File: config.mk
export PLATFORM = sky130hd
export DESIGN_NAME = canvas_write_ctrl_flat
export DESIGN_NICKNAME = d
export VERILOG_FILES = /design/src/rtl/paint_pkg.sv /design/src/rtl/canvas_write_ctrl_if.sv /design/src/rtl/addr_to_xy.sv /design/src/rtl/canvas_write_ctrl.sv /design/src/flat_wrapper.sv
export SDC_FILE = /design/constraint.sdc
export NUM_CORES = 1
export LEC_CHECK = 0
export BUFFER_PORTS_ARGS = -buffer_cell sky130_fd_sc_hd__buf_2
export CAP_MARGIN = 5
export CORE_MARGIN = 3
export CORE_UTILIZATION = 50
export DETAILED_ROUTE_END_ITERATION = 16
export MAX_ROUTING_LAYER = met4
export PLACE_DENSITY = 0.68
export SLEW_MARGIN = 20
export SYNTH_ARGS = -nofsm -noshare
export SYNTH_HDL_FRONTEND = slang
export SYNTH_SLANG_ARGS = --single-unit
File: constraint.sdc
create_clock -name clk -period 4.6 [get_ports clk]
set_input_delay 0.46 -clock clk [delete_from_list [all_inputs] [get_ports clk]]
set_output_delay 0.46 -clock clk [all_outputs]
set_load 0.05 [all_outputs]
File: src/rtl/paint_pkg.sv
// rtl/paint_pkg.sv - canvas geometry, widths and controller state encoding
package paint_pkg;
    localparam int CANVAS_W    = 160;
    localparam int CANVAS_H    = 120;
    localparam int CANVAS_SIZE = CANVAS_W * CANVAS_H;
    localparam int ADDR_W      = 15;
    localparam int COLOUR_W    = 12;
    // internal arithmetic width, wide enough that y-1 / x-1 wrap far off-canvas
    localparam int CALC_W      = 16;

    typedef enum logic [1:0] {
        ST_IDLE    = 2'd0,
        ST_CONVERT = 2'd1,
        ST_STAMP   = 2'd2,
        ST_CLEAR   = 2'd3
    } state_e;
endpackage

File: src/rtl/canvas_write_ctrl_if.sv
// rtl/canvas_write_ctrl_if.sv - framebuffer write bus with ready backpressure
interface canvas_write_ctrl_if import paint_pkg::*; #(
    parameter int COLOUR_W = 12
);
    logic                fb_we;
    logic [ADDR_W-1:0]   fb_addr;
    logic [COLOUR_W-1:0] fb_data;
    logic                fb_ready;

    modport master (output fb_we, output fb_addr, output fb_data, input fb_ready);
    modport slave  (input fb_we, input fb_addr, input fb_data, output fb_ready);
endinterface

File: src/rtl/addr_to_xy.sv
// rtl/addr_to_xy.sv - iterative linear address to (x,y) divider, one row per cycle
module addr_to_xy import paint_pkg::*; #(
    parameter int WIDTH = 160
) (
    input  logic              clk,
    input  logic              reset,
    input  logic              start,
    input  logic [CALC_W-1:0] addr,
    output logic              done,
    output logic [CALC_W-1:0] x,
    output logic [CALC_W-1:0] y
);
    localparam logic [CALC_W-1:0] W_C = CALC_W'(WIDTH);

    logic              running;
    logic [CALC_W-1:0] rem;

    always_ff @(posedge clk or negedge reset) begin
        if (!reset) begin
            running <= 1'b0;
            rem     <= '0;
            y       <= '0;
        end else if (start) begin
            running <= 1'b1;
            rem     <= addr;
            y       <= '0;
        end else if (running) begin
            if (rem >= W_C) begin
                rem <= rem - W_C;
                y   <= y + CALC_W'(1);
            end else begin
                running <= 1'b0;
            end
        end
    end

    // done is combinational so the caller leaves CONVERT on the same edge the remainder settles
    assign done = running && (rem < W_C);
    assign x    = rem;
endmodule

File: src/rtl/canvas_write_ctrl.sv
// rtl/canvas_write_ctrl.sv - paint stamp and full-canvas clear write sequencer
module canvas_write_ctrl import paint_pkg::*; #(
    parameter int WIDTH    = 160,
    parameter int HEIGHT   = 120,
    parameter int COLOUR_W = 12
) (
    input  logic                 clk,
    input  logic                 reset,
    input  logic                 paint_req,
    input  logic [ADDR_W-1:0]    paint_pixel,
    input  logic [COLOUR_W-1:0]  paint_colour,
    input  logic                 brush_big,
    input  logic                 clear_req,
    input  logic [COLOUR_W-1:0]  clear_colour,
    canvas_write_ctrl_if.master  fb,
    output logic                 busy,
    output logic                 clear_done
);
    localparam logic [1:0] S_IDLE    = ST_IDLE;
    localparam logic [1:0] S_CONVERT = ST_CONVERT;
    localparam logic [1:0] S_STAMP   = ST_STAMP;
    localparam logic [1:0] S_CLEAR   = ST_CLEAR;

    localparam logic [CALC_W-1:0] W_C    = CALC_W'(WIDTH);
    localparam logic [CALC_W-1:0] H_C    = CALC_W'(HEIGHT);
    localparam logic [CALC_W-1:0] SIZE_C = CALC_W'(WIDTH * HEIGHT);

    logic [1:0]          state;
    logic [CALC_W-1:0]   lat_pixel;
    logic [COLOUR_W-1:0] lat_colour;
    logic                lat_big;
    logic                match_valid;
    logic [CALC_W-1:0]   x_r;
    logic [CALC_W-1:0]   y_r;
    logic [1:0]          dy_i;
    logic [1:0]          dx_i;
    logic [CALC_W-1:0]   clr_addr;
    logic [COLOUR_W-1:0] clr_colour_r;
    logic                clr_pend;
    logic [COLOUR_W-1:0] pend_colour;

    logic [CALC_W-1:0]   pix_ext;
    logic                paint_ok;
    logic                div_start;
    logic                div_done;
    logic [CALC_W-1:0]   div_x;
    logic [CALC_W-1:0]   div_y;
    logic [CALC_W-1:0]   xx;
    logic [CALC_W-1:0]   yy;
    logic [CALC_W-1:0]   stamp_addr;
    logic                on_canvas;
    logic                stamp_last;
    logic                stamp_adv;

    assign pix_ext  = {{(CALC_W-ADDR_W){1'b0}}, paint_pixel};
    assign paint_ok = paint_req && (pix_ext < SIZE_C) &&
                      !(match_valid && pix_ext == lat_pixel &&
                        paint_colour == lat_colour && brush_big == lat_big);
    assign div_start = (state == S_IDLE) && !clear_req && !clr_pend && paint_ok;

    addr_to_xy #(.WIDTH(WIDTH)) u_addr_to_xy (
        .clk   (clk),
        .reset (reset),
        .start (div_start),
        .addr  (pix_ext),
        .done  (div_done),
        .x     (div_x),
        .y     (div_y)
    );

    // offsets are stored biased by +1; x-1 / y-1 at the edge wraps to a huge unsigned value
    assign xx         = x_r + CALC_W'(dx_i) - CALC_W'(1);
    assign yy         = y_r + CALC_W'(dy_i) - CALC_W'(1);
    assign on_canvas  = (xx < W_C) && (yy < H_C);
    assign stamp_addr = yy * W_C + xx;
    assign stamp_last = !lat_big || (dy_i == 2'd2 && dx_i == 2'd2);
    assign stamp_adv  = !on_canvas || fb.fb_ready;

    assign busy = (state != S_IDLE);

    always_comb begin
        fb.fb_we   = 1'b0;
        fb.fb_addr = '0;
        fb.fb_data = '0;
        case (state)
            S_STAMP: begin
                fb.fb_we   = on_canvas;
                fb.fb_addr = on_canvas ? stamp_addr[ADDR_W-1:0] : '0;
                fb.fb_data = lat_colour;
            end
            S_CLEAR: begin
                fb.fb_we   = 1'b1;
                fb.fb_addr = clr_addr[ADDR_W-1:0];
                fb.fb_data = clr_colour_r;
            end
            default: ;
        endcase
    end

    always_ff @(posedge clk or negedge reset) begin
        if (!reset) begin
            state        <= S_IDLE;
            lat_pixel    <= '0;
            lat_colour   <= '0;
            lat_big      <= 1'b0;
            match_valid  <= 1'b0;
            x_r          <= '0;
            y_r          <= '0;
            dy_i         <= 2'd0;
            dx_i         <= 2'd0;
            clr_addr     <= '0;
            clr_colour_r <= '0;
            clr_pend     <= 1'b0;
            pend_colour  <= '0;
            clear_done   <= 1'b0;
        end else begin
            clear_done <= 1'b0;
            if (!paint_req) match_valid <= 1'b0;
            // a clear arriving mid-paint waits; the first requester's colour is kept
            if ((state == S_CONVERT || state == S_STAMP) && clear_req && !clr_pend) begin
                clr_pend    <= 1'b1;
                pend_colour <= clear_colour;
            end
            case (state)
                S_IDLE: begin
                    if (clear_req || clr_pend) begin
                        state        <= S_CLEAR;
                        clr_colour_r <= clear_req ? clear_colour : pend_colour;
                        clr_pend     <= 1'b0;
                        clr_addr     <= '0;
                    end else if (paint_ok) begin
                        lat_pixel  <= pix_ext;
                        lat_colour <= paint_colour;
                        lat_big    <= brush_big;
                        state      <= S_CONVERT;
                    end
                end
                S_CONVERT: begin
                    if (div_done) begin
                        x_r   <= div_x;
                        y_r   <= div_y;
                        dy_i  <= lat_big ? 2'd0 : 2'd1;
                        dx_i  <= lat_big ? 2'd0 : 2'd1;
                        state <= S_STAMP;
                    end
                end
                S_STAMP: begin
                    if (stamp_adv) begin
                        if (stamp_last) begin
                            state       <= S_IDLE;
                            match_valid <= 1'b1;
                        end else if (dx_i == 2'd2) begin
                            dx_i <= 2'd0;
                            dy_i <= dy_i + 2'd1;
                        end else begin
                            dx_i <= dx_i + 2'd1;
                        end
                    end
                end
                S_CLEAR: begin
                    if (fb.fb_ready) begin
                        if (clr_addr == SIZE_C - CALC_W'(1)) begin
                            state       <= S_IDLE;
                            clr_addr    <= '0;
                            clear_done  <= 1'b1;
                            match_valid <= 1'b0;
                        end else begin
                            clr_addr <= clr_addr + CALC_W'(1);
                        end
                    end
                end
                default: state <= S_IDLE;
            endcase
        end
    end
endmodule

File: src/flat_wrapper.sv
// flat-port wrapper written by rule: the top's interface ports become plain ports
module canvas_write_ctrl_flat import paint_pkg::*;
#(
    parameter int WIDTH    = 160,
    parameter int HEIGHT   = 120,
    parameter int COLOUR_W = 12
)
  (clk, reset, paint_req, paint_pixel, paint_colour, brush_big, clear_req, clear_colour, busy, clear_done, fb_fb_we, fb_fb_addr, fb_fb_data, fb_fb_ready);
  canvas_write_ctrl_if #(.COLOUR_W(COLOUR_W)) fb_i ();
  input  logic clk;
  input  logic reset;
  input  logic paint_req;
  input  logic [ADDR_W-1:0] paint_pixel;
  input  logic [COLOUR_W-1:0] paint_colour;
  input  logic brush_big;
  input  logic clear_req;
  input  logic [COLOUR_W-1:0] clear_colour;
  output logic busy;
  output logic clear_done;
  output wire logic [$bits(fb_i.fb_we)-1:0] fb_fb_we;
  output wire logic [$bits(fb_i.fb_addr)-1:0] fb_fb_addr;
  output wire logic [$bits(fb_i.fb_data)-1:0] fb_fb_data;
  input wire logic [$bits(fb_i.fb_ready)-1:0] fb_fb_ready;
  assign fb_fb_we = fb_i.fb_we;
  assign fb_fb_addr = fb_i.fb_addr;
  assign fb_fb_data = fb_i.fb_data;
  assign fb_i.fb_ready = fb_fb_ready;
  canvas_write_ctrl #(.WIDTH(WIDTH), .HEIGHT(HEIGHT), .COLOUR_W(COLOUR_W)) u_core (.clk(clk), .reset(reset), .paint_req(paint_req), .paint_pixel(paint_pixel), .paint_colour(paint_colour), .brush_big(brush_big), .clear_req(clear_req), .clear_colour(clear_colour), .fb(fb_i), .busy(busy), .clear_done(clear_done));
endmodule
==> flow_metrics.py, run 1 <==
metrics = {
    "run_status": {
        "status": "finished with violations",
        "failed_checks": "negative hold slack, negative setup slack",
    },
    "sta": {
        "layout_min_cycle_time_ns": 4.84,
        "setup_viol": 3,
        "grt_setup_unrepaired": "yes",
        "slew_headroom_pct": 29.3,
        "slew_violations": 0,
        "finClkSkew_ns": 0.0153,
        "fin_ws_ns": -0.242,
        "hold_violations": 8,
        "hold_slack_ns": -0.00625,
        "timing.fmax_mhz": 207,
        "period_share_pct": 105,
        "tightest_slew_ns": 1.06,
    },
    "floorplan": {
        "dieArea_um2": 20200,
        "rows": 49,
        "die_h_um": 142,
        "core_area_um2": 18100,
        "fp.dieW_um": 142,
        "ios": 75,
        "start_util_pct": 51.2,
    },
    "worst_setup_path": {
        "rrSetupSlack_ns": 0.74,
        "path_class": "reg -> out",
        "startpoint_type": "flip-flop",
        "critPathMaxFanout": 3,
        "arrival_ns": 4.38,
        "setup.worst_path.end_class": "output port",
        "required_ns": 4.14,
    },
    "synth": {
        "seq_area_frac_synth_pct": 38.4,
        "synth_area_leaders": "dfrtp_1, ha_1, mux2_2",
        "synth_top_cell_by_area": "dfrtp_1",
        "synth_flop_cell": "dfrtp_1",
        "synth_top_cell_area_share_pct": 38.4,
        "syn_area_per_cell_um2": 9.53,
        "netlist_area_um2": 9250,
        "ys_warn_count": 0,
        "syn-instance-count": 971,
        "synth_edf_count": 0,
        "syn_nets": 1079,
        "synth.distinct_cells": 77,
        "async_reset_ff_share_pct": 100,
        "ys_seq_elements": 142,
    },
    "routing": {
        "drtAntennaViolNets": 0,
        "drc": 0,
        "totalWireLength_mm": 20.7,
        "wl_per_cell_um": 15.9,
        "vias": 7243,
        "dr.pass1.iters": 6,
        "drt_iter0_markers": 378,
        "vias_per_cell": 5.58,
    },
    "grt": {
        "grt_pass1_wl_mm": 33.9,
        "globalRouteTotalUtil_pct": 21.2,
        "grt_max_degree": 58,
        "grt_overflow": 0,
        "grt_pass1_vias": 6967,
        "antenna_found_initial": 0,
    },
    "place": {
        "dpl_worst_slack_ns": -0.00105,
        "io_buffers": 74,
        "dp.final_hpwl_mm": 14.9,
        "gp_congestion": 0.894,
        "dp.cells": 1250,
    },
    "final_layout": {
        "drive_above_1_share_pct": 25.9,
        "final_common_cell": "dfrtp_1",
        "post_layout_nonfiller_instances": 1298,
        "nets": 1163,
        "area_growth_pct": 18.5,
        "layout_common_cells": "dfrtp_1, nand2_1, inv_1",
    },
    "pwr": {
        "p_leak_nw": 5.31,
        "powerDensity_nw_per_um2": 292,
        "peakVddDrop_uv": 249,
    },
    "clock_network": {
        "numCtsBuffers": 17,
        "path_clk_slew_ns": 0.06,
        "cts_tree": "done",
        "h-tree-depth": 4,
        "clockBufferDepth": 2,
        "cts_num_sinks": 142,
        "clock_latency_ns": 0.42,
        "cts-root-buf": "clkbuf_16",
        "cts_hold_buf": 0,
    },
    "flow_run": {
        "maxCapViolCount": 0,
    },
    "hold_path": {
        "hp-class": "in -> async",
    },
}
==> critical path: stages (launching register included) <==
cell	delay, ns
dfrtp_1	0.35
inv_1	0.05
ha_1	0.27
inv_1	0.06
ha_2	0.17
inv_2	0.04
fa_2	0.41
xor2_2	0.17
inv_2	0.06
ha_4	0.27
ha_4	0.12
inv_2	0.04
fa_2	0.39
buf_4	0.14
xnor2_1	0.11
ha_1	0.36
nand2_1	0.08
o21ai_2	0.14
a21o_1	0.15
a21oi_2	0.06
xor2_1	0.18
o21ai_2	0.17
buf_6	0.18
==> report_power, final <==
group	switching, W	internal [W]
Combinational	0.000295	0.000179
Sequential	0.0000538	0.00128
Clock	0.000605	0.000790
Total	0.000954	0.00225
==> metal layers <==
layer	up-vias	part of all wire (%)	global-route usage [%]	wire length (um)
met2	169	47	32.9	9820
met1	3483	48	29.4	9850
met4	0	1.5	5.30	308
li1	3566	-	-	-
met5	-	0	-	0
met3	25	3.4	3.06	700
==> per-stage QoR <==
stage	setup TNS [ns]	hold slack, ns	power, W	util [%]	area, um^2
2_1_floorplan	0	0.164	0.00162	-	9260
3_3_place_gp	0	0.463	0.00175	54.4	9830
3_5_place_dp	-0.00105	0.461	0.00176	54.4	9830
4_1_cts	-0.431	0.0121	0.00318	58.5	10600
5_1_grt	-1.58	0.0313	0.00334	60.6	11000
6_report	-0.433	-0.00625	0.00321	60.6	11000
==> worst paths after layout <==
check / start / to / cells after the start
min reg2reg: u_core.clr_colour_r[5] / u_core.clr_colour_r[5] / 2
max reg2reg: u_core.dx_i[1] / u_core.dx_i[0] / 16
max in group asynchronous: reset / u_core.dx_i[0] / 2
min: reset / u_core.y_r[11] / 1
max: u_core.dy_i[1] / fb_fb_addr[14] / 22
min in group clk: clear_colour[10] / u_core.pend_colour[10] / 2
==> synthesized netlist by cell type, types with 14 or more instances <==
cell type and n:
clkbuf_1 25, a21o_1 14, mux2_2 60, nand2_1 84, xnor2_1 58, a21oi_1 45, dfrtp_1 142, o21ai_0 61
mux2i_1 17, nand3_1 25, nor3_1 15, nand4_1 18, nor2_1 58, inv_1 80, ha_1 59, xor2_1 40
==> what timing repair did <==
| action | CTS | global route |
|---|---|---|
| setup buffers | 3 | 11 |
| setup endpoints to repair | 16 | 16 |
| pin swaps | 11 | 43 |
| gates resized for setup | 36 | 67 |
| hold endpoints to repair | 0 | 0 |
| gates cloned | 0 | 1 |
==> flip-flops by register name, indices dropped and copies added (netlist names) <==
signal                       flops
u_core.clr_addr                 16
u_core.clear_done                1
u_core.lat_colour               12
u_core.u_addr_to_xy.running      1
u_core.state                     2
u_core.clr_colour_r             12
u_core.dy_i                      2
u_core.dx_i                      2
u_core.x_r                      16
u_core.lat_big                   1
u_core.clr_pend                  1
u_core.lat_pixel                15
u_core.u_addr_to_xy.x           16
u_core.y_r                      16
u_core.match_valid               1
u_core.pend_colour              12
u_core.u_addr_to_xy.y           16
==> cell families after synthesis <==
logic type	Yosys count	synth area share [%]
buffers and inverters	118	5.34
muxes	77	9.14
DFF	142	38.4
AOI/OAI and AO/OA	200	14.2
adders and majority gates	63	8.84
and+or+nand+nor	272	14.6
xor gates and xnor gates	99	9.52
==> final cells by class <==
class | instances | area, um^2
clock buffers | 18 | 439
diodes | 1 | 2.50
clock inverters | 14 | 163
repair buffers | 102 | 691
fillers | 1482 | 7120
well taps | 229 | 287
multi-input cells | 712 | 5530
flip-flops and latches | 142 | 3550
inverters | 80 | 300
Power figures use the tool's default switching activity.
==> run 2, diff against run 1 <==
--- a/config.mk
+++ b/config.mk
@@ -7,11 +7,13 @@
 export LEC_CHECK = 0
 export BUFFER_PORTS_ARGS = -buffer_cell sky130_fd_sc_hd__buf_2
 export CAP_MARGIN = 5
+export CELL_PAD_IN_SITES_DETAIL_PLACEMENT = 0
+export CELL_PAD_IN_SITES_GLOBAL_PLACEMENT = 1
 export CORE_MARGIN = 3
-export CORE_UTILIZATION = 50
+export CORE_UTILIZATION = 48
 export DETAILED_ROUTE_END_ITERATION = 16
 export MAX_ROUTING_LAYER = met4
-export PLACE_DENSITY = 0.68
+export PLACE_DENSITY_LB_ADDON = 0.1
 export SLEW_MARGIN = 20
 export SYNTH_ARGS = -nofsm -noshare
 export SYNTH_HDL_FRONTEND = slang
==> run 2 against run 1 <==
Net effect:
- the run ends with negative setup slack left
- wire length increased by 5.8%
- critical path depth did not move
- sequential share of layout area shrank 0.36 points
- clock skew rose by 0.0032 ns
- setup slack gained 0.082 ns
- combinational power shrank 3%
- total power shrank 2.4%
- critical path type unchanged
- flip-flop and latch count stayed put
- via count is 0.50% lower
==> flow_metrics.py, run 2 (synthesis results as in run 1) <==
metrics = {
    "worst_setup_path": {
        "path_class": "reg -> out",
        "critPathMaxFanout": 3,
        "crit_slowest_cell": "fa_2",
        "cp_slowest_stage_delay_ns": 0.38,
        "rrSetupSlack_ns": 0.82,
        "arrival_ns": 4.30,
        "startpoint_type": "flip-flop",
        "setup.worst_path.end_class": "output port",
        "required_ns": 4.14,
        "r2r_start": "u_core.dy_i[1]",
        "r2r-end": "u_core.dx_i[0]",
        "crit_path_cell_trace": "inv_1, ha_1, inv_1, ha_2, inv_2, fa_2, xor2_2, inv_2, ha_4, ha_4, inv_2, fa_2, buf_4, xnor2_2, ha_4, nand2_1, o21ai_2, a21o_1, a21oi_2, xor2_1, o21ai_2, buf_6",
        "r2r_cells": 17,
    },
    "final_layout": {
        "area_growth_pct": 19.8,
        "final_common_cell": "dfrtp_1",
        "layout_common_cells": "dfrtp_1, nand2_1, inv_1",
        "drive_above_1_share_pct": 26.7,
        "nets": 1176,
        "fin_util_pct": 58.9,
        "n_fill_cell": 1677,
        "stdcell_area_um2": 11100,
    },
    "sta": {
        "grt_setup_unrepaired": "yes",
        "slew_violations": 0,
        "tightest_slew_ns": 0.898,
        "finClkSkew_ns": 0.0185,
        "slew_headroom_pct": 40.1,
        "setup_viol": 3,
        "fin_ws_ns": -0.161,
        "hold_violations": 0,
        "layout_min_cycle_time_ns": 4.76,
        "hold_slack_ns": 0.273,
        "timing.fmax_mhz": 210,
        "period_share_pct": 103,
    },
    "floorplan": {
        "ios": 75,
        "rows": 50,
        "core_area_um2": 18800,
        "die_h_um": 145,
        "start_util_pct": 49.1,
        "dieArea_um2": 21000,
        "fp.dieW_um": 145,
    },
    "hold_path": {
        "hp-class": "in -> reg",
        "min_path_cells": 2,
        "hold_start": "clear_colour[9]",
        "hold_end": "u_core.pend_colour[9]",
    },
    "place": {
        "dp.final_hpwl_mm": 16.0,
        "dpl_worst_slack_ns": 0.0118,
        "io_buffers": 74,
        "gp_congestion": 0.878,
        "placement.cell_area_um2": 9920,
    },
    "routing": {
        "drt_iter0_markers": 406,
        "drc": 0,
        "totalWireLength_mm": 21.9,
        "vias_per_cell": 5.37,
        "drtAntennaViolNets": 0,
        "wl_per_cell_um": 16.3,
        "dr.pass1.iters": 4,
        "vias": 7207,
    },
    "pwr": {
        "peakVddDrop_uv": 245,
        "p_leak_nw": 5.37,
        "power.switching_w": 0.000955,
        "swShare_pct": 30.5,
        "p_comb_share_pct": 14.7,
        "powerDensity_nw_per_um2": 282,
        "intPower_w": 0.00217,
        "p_clk_share_pct": 42.5,
        "seq_power_share_pct": 42.7,
    },
    "run_status": {
        "status": "finished with violations",
        "failed_checks": "negative setup slack",
    },
    "grt": {
        "grt_max_degree": 72,
        "globalRouteTotalUtil_pct": 21.5,
        "grt_pass1_vias": 6893,
        "grt_pass1_wl_mm": 34.8,
        "antenna_found_initial": 1,
        "grt_overflow": 0,
    },
    "clock_network": {
        "cts_num_sinks": 142,
        "clock_latency_ns": 0.43,
        "clockBufferDepth": 2,
        "h-tree-depth": 4,
        "cts-root-buf": "clkbuf_16",
        "path_clk_slew_ns": 0.07,
        "cts_tree": "done",
        "numCtsBuffers": 17,
    },
    "flow_run": {
        "maxCapViolCount": 0,
    },
}
## run 2: cell types whose count changed in the layout (fill, tap and decap cells not counted), moves of 3 or more
cell     previous run  this run
xnor2_1            56        53
inv_2              11         8
inv_1              69        72
buf_4              28        40
xnor2_2             2         5
## run 2: final cells by class
| type | count | area, um^2 | area share, % |
|---|---|---|---|
| Multi-Input combinational cell | 712 | 5550 | 50.1 |
| Sequential cell | 142 | 3550 | 32.1 |
| Clock buffer | 17 | 425 | 3.84 |
| Timing Repair Buffer | 115 | 783 | 7.06 |
| Clock inverter | 15 | 144 | 1.30 |
| Antenna cell | 1 | 2.50 | 0.0226 |
| Inverter | 80 | 300 | 2.71 |
| Tap cell | 260 | 325 | 2.93 |
## run 2: how the worst max path moves through the flow
stage	cells past startpoint	start	endpoint
2_1_floorplan	14	u_core.dx_i[1]	fb_fb_addr[3]
3_3_place_gp	22	u_core.dy_i[1]	fb_fb_addr[14]
3_5_place_dp	22	u_core.dy_i[1]	fb_fb_addr[14]
4_1_cts	22	u_core.dy_i[1]	fb_fb_addr[14]
5_1_grt	22	u_core.dy_i[1]	fb_fb_addr[14]
6_report	22	u_core.dy_i[1]	fb_fb_addr[14]
## run 2: worst max-delay path, delay by kind of cell, from the launching register on
family                   cells  cell delay, ns
AND/OR/NAND/NOR              1            0.06
flip-flops                   1            0.36
AO/OA/AOI/OAI                4            0.52
adder cells (fa/ha/maj)      7            1.87
XOR/XNOR                     3            0.49
buffers and inverters        7            0.58
## run 2: per-layer routing
layer / GRT usage (%) / wire length, um / vias up
met5: - / 0 / -
met3: 3.88 / 609 / 15
met1: 31.0 / 11000 / 3486
met4: 4.76 / 221 / 0
met2: 31.8 / 10000 / 94
li1: - / - / 3612
## run 2: what timing repair did
item / 4_1_cts / 5_1_grt
pin swaps: 11 / 61
buffers inserted: 3 / 16
gates resized for setup: 14 / 99
hold endpoints to repair: 32 / 0
hold buffers: 1 / 0
endpoints found under the setup margin: 16 / 16
cloned: 0 / 1
## run 2: power by group through the flow
stage / logic [W] / clock network [W] / registers [W]
finish: 0.000461 / 0.00133 / 0.00134
global route: 0.000498 / 0.00142 / 0.00134
CTS: 0.000405 / 0.00136 / 0.00134
detailed placement: 0.000402 / 0 / 0.00136
global placement: 0.000400 / 0 / 0.00136
floorplan: 0.000275 / 0 / 0.00134
## run 2: stage by stage
| stage | total power [W] | cells | setup TNS, ns |
|---|---|---|---|
| detailed placement | 0.00176 | 1288 | 0 |
| finish | 0.00313 | 1342 | -0.384 |
| CTS | 0.00310 | 1324 | -0.696 |
| global placement | 0.00176 | 1288 | 0 |
| global route | 0.00325 | 1342 | -1.38 |
| floorplan | 0.00162 | 971 | 0 |
